## config.mk

```make
export PLATFORM = sky130hd
export DESIGN_NAME = grad_pass_sequencer
export DESIGN_NICKNAME = d
export VERILOG_FILES = /design/src/rtl/cfa_pkg.sv /design/src/rtl/window_transpose.sv /design/src/rtl/grad_pass_sequencer.sv
export SDC_FILE = /design/constraint.sdc
export NUM_CORES = 1
export LEC_CHECK = 0
export CAP_MARGIN = 20
export CORE_MARGIN = 2
export CORE_UTILIZATION = 43
export CTS_CLUSTER_SIZE = 14
export DETAILED_ROUTE_END_ITERATION = 10
export PLACE_DENSITY = 0.74
export SLEW_MARGIN = 20
export SYNTH_ARGS = -nofsm -noshare
export SYNTH_HDL_FRONTEND = slang
export SYNTH_HIERARCHICAL = 1
export SYNTH_SLANG_ARGS = --single-unit
```

## constraint.sdc

```tcl
create_clock -name clk -period 1.8 [get_ports clk]
set_input_delay 0.18 -clock clk [delete_from_list [all_inputs] [get_ports clk]]
set_output_delay 0.18 -clock clk [all_outputs]
set_load 0.05 [all_outputs]
```

## src/rtl/cfa_pkg.sv

```systemverilog
// Shared CFA interpolator constants, FSM encoding and window indexing.
// Imported by the gradient pass sequencer and its helpers.
package cfa_pkg;

    localparam int PIX_W  = 12;
    localparam int GRAD_W = PIX_W + 5;
    localparam int WIN_N  = 5;
    localparam int CNT_W  = 3;

    typedef enum logic [1:0] {
        S_IDLE = 2'd0,
        S_PV   = 2'd1,
        S_PH   = 2'd2,
        S_OUT  = 2'd3
    } state_t;

    localparam logic [1:0] DIR_EQ = 2'b00;
    localparam logic [1:0] DIR_H  = 2'b01;
    localparam logic [1:0] DIR_V  = 2'b10;

    function automatic int idx(input int r, input int c);
        return WIN_N * r + c;
    endfunction

endpackage

```

## src/rtl/window_transpose.sv

```systemverilog
// Combinational 5x5 window transpose: output pixel (r,c) takes input (c,r).
// Lets the horizontal pass reuse the vertical-gradient datapath.
module window_transpose #(
    parameter int PIX_W = 12
) (
    input  logic [25*PIX_W-1:0] win,
    output logic [25*PIX_W-1:0] win_t
);

    import cfa_pkg::*;

    for (genvar r = 0; r < WIN_N; r++) begin : g_row
        for (genvar c = 0; c < WIN_N; c++) begin : g_col
            assign win_t[idx(r, c)*PIX_W +: PIX_W] =
                win[idx(c, r)*PIX_W +: PIX_W];
        end
    end

endmodule

```

## src/rtl/grad_pass_sequencer.sv

```systemverilog
// Runs one shared gradient datapath twice per window (as-is, then
// transposed) and reports both gradients with a direction decision.
module grad_pass_sequencer #(
    parameter  int PIX_W  = 12,
    parameter  int DP_LAT = 0,
    localparam int GRAD_W = PIX_W + 5
) (
    input  logic                clk,
    input  logic                rst,
    input  logic                win_valid,
    output logic                win_ready,
    input  logic [25*PIX_W-1:0] win,
    output logic [25*PIX_W-1:0] dp_win,
    input  logic [GRAD_W-1:0]   dp_grad,
    output logic                out_valid,
    input  logic                out_ready,
    output logic [GRAD_W-1:0]   grad_v,
    output logic [GRAD_W-1:0]   grad_h,
    output logic [1:0]          dir
);

    import cfa_pkg::*;

    state_t               state;
    logic [CNT_W-1:0]     cnt;
    logic [25*PIX_W-1:0]  win_q;
    logic [25*PIX_W-1:0]  win_t;
    logic                 accept;
    logic                 cap;
    logic [1:0]           dir_nxt;

    window_transpose #(
        .PIX_W (PIX_W)
    ) u_transpose (
        .win   (win_q),
        .win_t (win_t)
    );

    assign win_ready = (state == S_IDLE) ||
                       ((state == S_OUT) && out_ready);
    assign accept    = win_valid && win_ready;
    assign cap       = (cnt == CNT_W'(DP_LAT));

    // dp_grad holds the pass-H gradient in the PH capture cycle
    always_comb begin
        dir_nxt = DIR_EQ;
        if (dp_grad < grad_v) begin
            dir_nxt = DIR_H;
        end else if (grad_v < dp_grad) begin
            dir_nxt = DIR_V;
        end
    end

    always_ff @(posedge clk) begin
        if (!rst) begin
            state     <= S_IDLE;
            cnt       <= '0;
            win_q     <= '0;
            dp_win    <= '0;
            grad_v    <= '0;
            grad_h    <= '0;
            dir       <= DIR_EQ;
            out_valid <= 1'b0;
        end else if (accept) begin
            win_q     <= win;
            dp_win    <= win;
            cnt       <= '0;
            out_valid <= 1'b0;
            state     <= S_PV;
        end else begin
            unique case (state)
                S_IDLE: begin
                end
                S_PV: begin
                    if (cap) begin
                        grad_v <= dp_grad;
                        dp_win <= win_t;
                        cnt    <= '0;
                        state  <= S_PH;
                    end else begin
                        cnt <= cnt + CNT_W'(1);
                    end
                end
                S_PH: begin
                    if (cap) begin
                        grad_h    <= dp_grad;
                        dir       <= dir_nxt;
                        out_valid <= 1'b1;
                        cnt       <= '0;
                        state     <= S_OUT;
                    end else begin
                        cnt <= cnt + CNT_W'(1);
                    end
                end
                S_OUT: begin
                    if (out_ready) begin
                        out_valid <= 1'b0;
                        state     <= S_IDLE;
                    end
                end
            endcase
        end
    end

endmodule
```

==> reports/summary.txt <==
Status - complete, but fails checks
Failing checks - negative setup slack
Largest net degree at the start of global routing - 75
Final Hold Viols - 0
Setup slack after layout - -0.148 ns
Synth area leaders - dfxtp_1 (47%), nand2_1 (13%), a21oi_1 (12%)
DRC viols - 0
Final GP Congestion - 0.918
Power after layout - 0.0497 W
Clock latency on the worst-skew pair - 0.60 ns
Core area - 0.0629 mm^2
Pre-CTS worst setup slack - -0.485 ns
RSZ-0062 raised after global routing - yes
Worst-path clk slew - 0.06 ns
Io pins - 659
Max_slew headroom - 0.617
Worst hold slack - 0.162 ns
EDFF count, synth - 0
Critical path class - reg -> reg
DR vias/cell - 5.20
Sequential area share after synthesis - 0.471
Overall Global Routing Usage - 0.234
Synth Register Bits - 642
Chip width - 256 um
Syn Inst Count - 3,164
Most common library cells after synthesis - nand2_1 (975), a21oi_1 (646), dfxtp_1 (642), buf_4 (321), mux2_1 (236)
Count of final setup violators - 569
Core Rows - 92
Global-route wire length before repair - 123,000 um
Routed vias - 23,700
Filler cell count - 5,110
CP Max Fanout - 12
Longest Clk Path Bufs - 3
Cell Pwr Density - 1280 mW/mm^2
Synth warn - 6
Finished Core Util - 0.619
Max Freq - 513 MHz
Hold Crit Class - in -> reg
Clock Skews - 0.0204 ns
Clock period minus worst slack - 1.95 ns
Initial antenna violation count - 6
Vias in the first global route - 22,100
Post-route ant nets - 0
DR iter-0 viols - 1,655
Worst Path Arrival - 2.46 ns
Slew Limit Fails - 0
NumNets Final - 3,996
Syn Nets - 3,508
Main flop type after synthesis - dfxtp_1
DRT Wirelength - 89,100 um
Synth top area share - 0.471
Leakage - 16.4 nW
Peak supply drop - 937 uV
Starting density of the core - 0.434
Crit. End Element - flip-flop
Hold-fix buffers, CTS - 0
Layout cells sized above 1 - 0.252
Synth Cell Area - 0.0273 mm^2
GR Overflow Total - 0
Die outline area - 0.0654 mm^2
CP Launch Type - flip-flop
Setup_tns - -25.40 ns
Die Y - 256 um
Max Cap Viol - 0
Distinct cells, synth - 39
Area delta synth->final - 42.7%
Count leader, synth - nand2_1
Num CTS Buffers - 68
CTS HTree Levels - 3
Crit share post-route - 1.08
Req. time, crit path - 2.31 ns
CTS sink count - 642
Detailed Routing Iterations Pass 1 - 8
CTS tree - yes
Post-DP HPWL - 55,700 um
Post-synth top area cell - dfxtp_1
Syn avg cell area - 8.62 um^2
Slew @ Worst Pin - 0.576 ns
Asr flop ratio synth - 0
Port-buffer cells - 658
Post-DR wirelength/cell - 19.6 um
CTS Root Buffer Type - clkbuf_16
==> layer usage <==
layer  routed length [um]  GRT usage  part of all wire
met2                44700      0.417              0.50
met3                 5870     0.0456             0.066
met5                   13          0           0.00015
met1                35300      0.275              0.40
met4                 3290     0.0975             0.037
==> cells by family (layout without fill, tap and decap cells) <==
group           Yosys count  count (layout)  share of synthesized area
mux                     302             302                      0.125
other cells               0               7                          0
buf+inv                 531            1070                      0.130
flops                   642             642                      0.471
fa+ha+maj                23              23                     0.0106
compound gates          665             665                      0.124
simple gates           1001            1001                      0.140
==> cells in the final DEF, fill, tap and decap left out, drive strengths merged, types with 6 or more instances in the layout <==
master	count
a21oi	648
dlygate4sd2	234
diode	7
buf	335
inv	26
clkdlybuf4s15	6
nand2	976
clkbuf	130
ha	23
dfxtp	642
clkinv	16
o21ai	7
mux2	300
clkdlybuf4s50	320
==> per-stage QoR <==
stage	cell area, um^2	std cells
after floorplan	27400	3164
after global placement	33300	4325
after detailed placement	33300	4325
after CTS	36500	4491
after global routing	38900	4554
final	38900	4556
==> path summary, 6_finish.rpt <==
check / endpoint / depth (start not counted) / slack (ns) / from
setup reg to reg: win_q[73] / 11 / -0.15 / state[0]
hold / removal: win_q[244] / 3 / 0.16 / win[244]
setup / recovery: win_q[73] / 11 / -0.15 / state[0]
hold reg to reg: win_q[200] / 2 / 0.45 / win_q[200]
==> final cells by class <==
type                            count  area [um^2]  share of cell area
Sequential cell                   642        12900               0.332
Multi-Input combinational cell   1991        12400               0.319
Timing Repair Buffer              925        10200               0.262
Clock buffer                      101         2040              0.0524
Tap cell                          846         1060              0.0272
Clock inverter                     20          176             0.00453
Inverter                           24          100             0.00257
Antenna cell                        7         17.5            0.000450
==> repair_timing <==
item,in CTS,in global routing
resized for setup,411,400
buffers inserted,28,30
setup endpoints to repair,772,629
pin swaps,4,185
cloned,17,38
==> worst max-delay path: stages (launching register included) <==
cell and delay (ns):
dfxtp_4 0.39, inv_1 0.08, ha_2 0.20, a21oi_4 0.15, inv_4 0.07, buf_12 0.13, nand2_8 0.12, buf_12 0.19
buf_4 0.14, clkbuf_16 0.15, nand2_1 0.07, a21oi_1 0.18
==> registers in the layout (all words and copies together) (netlist names) <==
signal and cells:
state 2, out_valid 1, win_q 300, cnt 3
dp_win 300, dir 2, grad_v 17, grad_h 17
==> report_power, final <==
part | internal, W | total (W) | switching [W]
Clock | 0.00804 | 0.0139 | 0.00583
Sequential | 0.0161 | 0.0172 | 0.00108
Combinational | 0.00811 | 0.0187 | 0.0106
Total | 0.0322 | 0.0497 | 0.0175
Note: power is estimated with default switching activity, not from simulation.
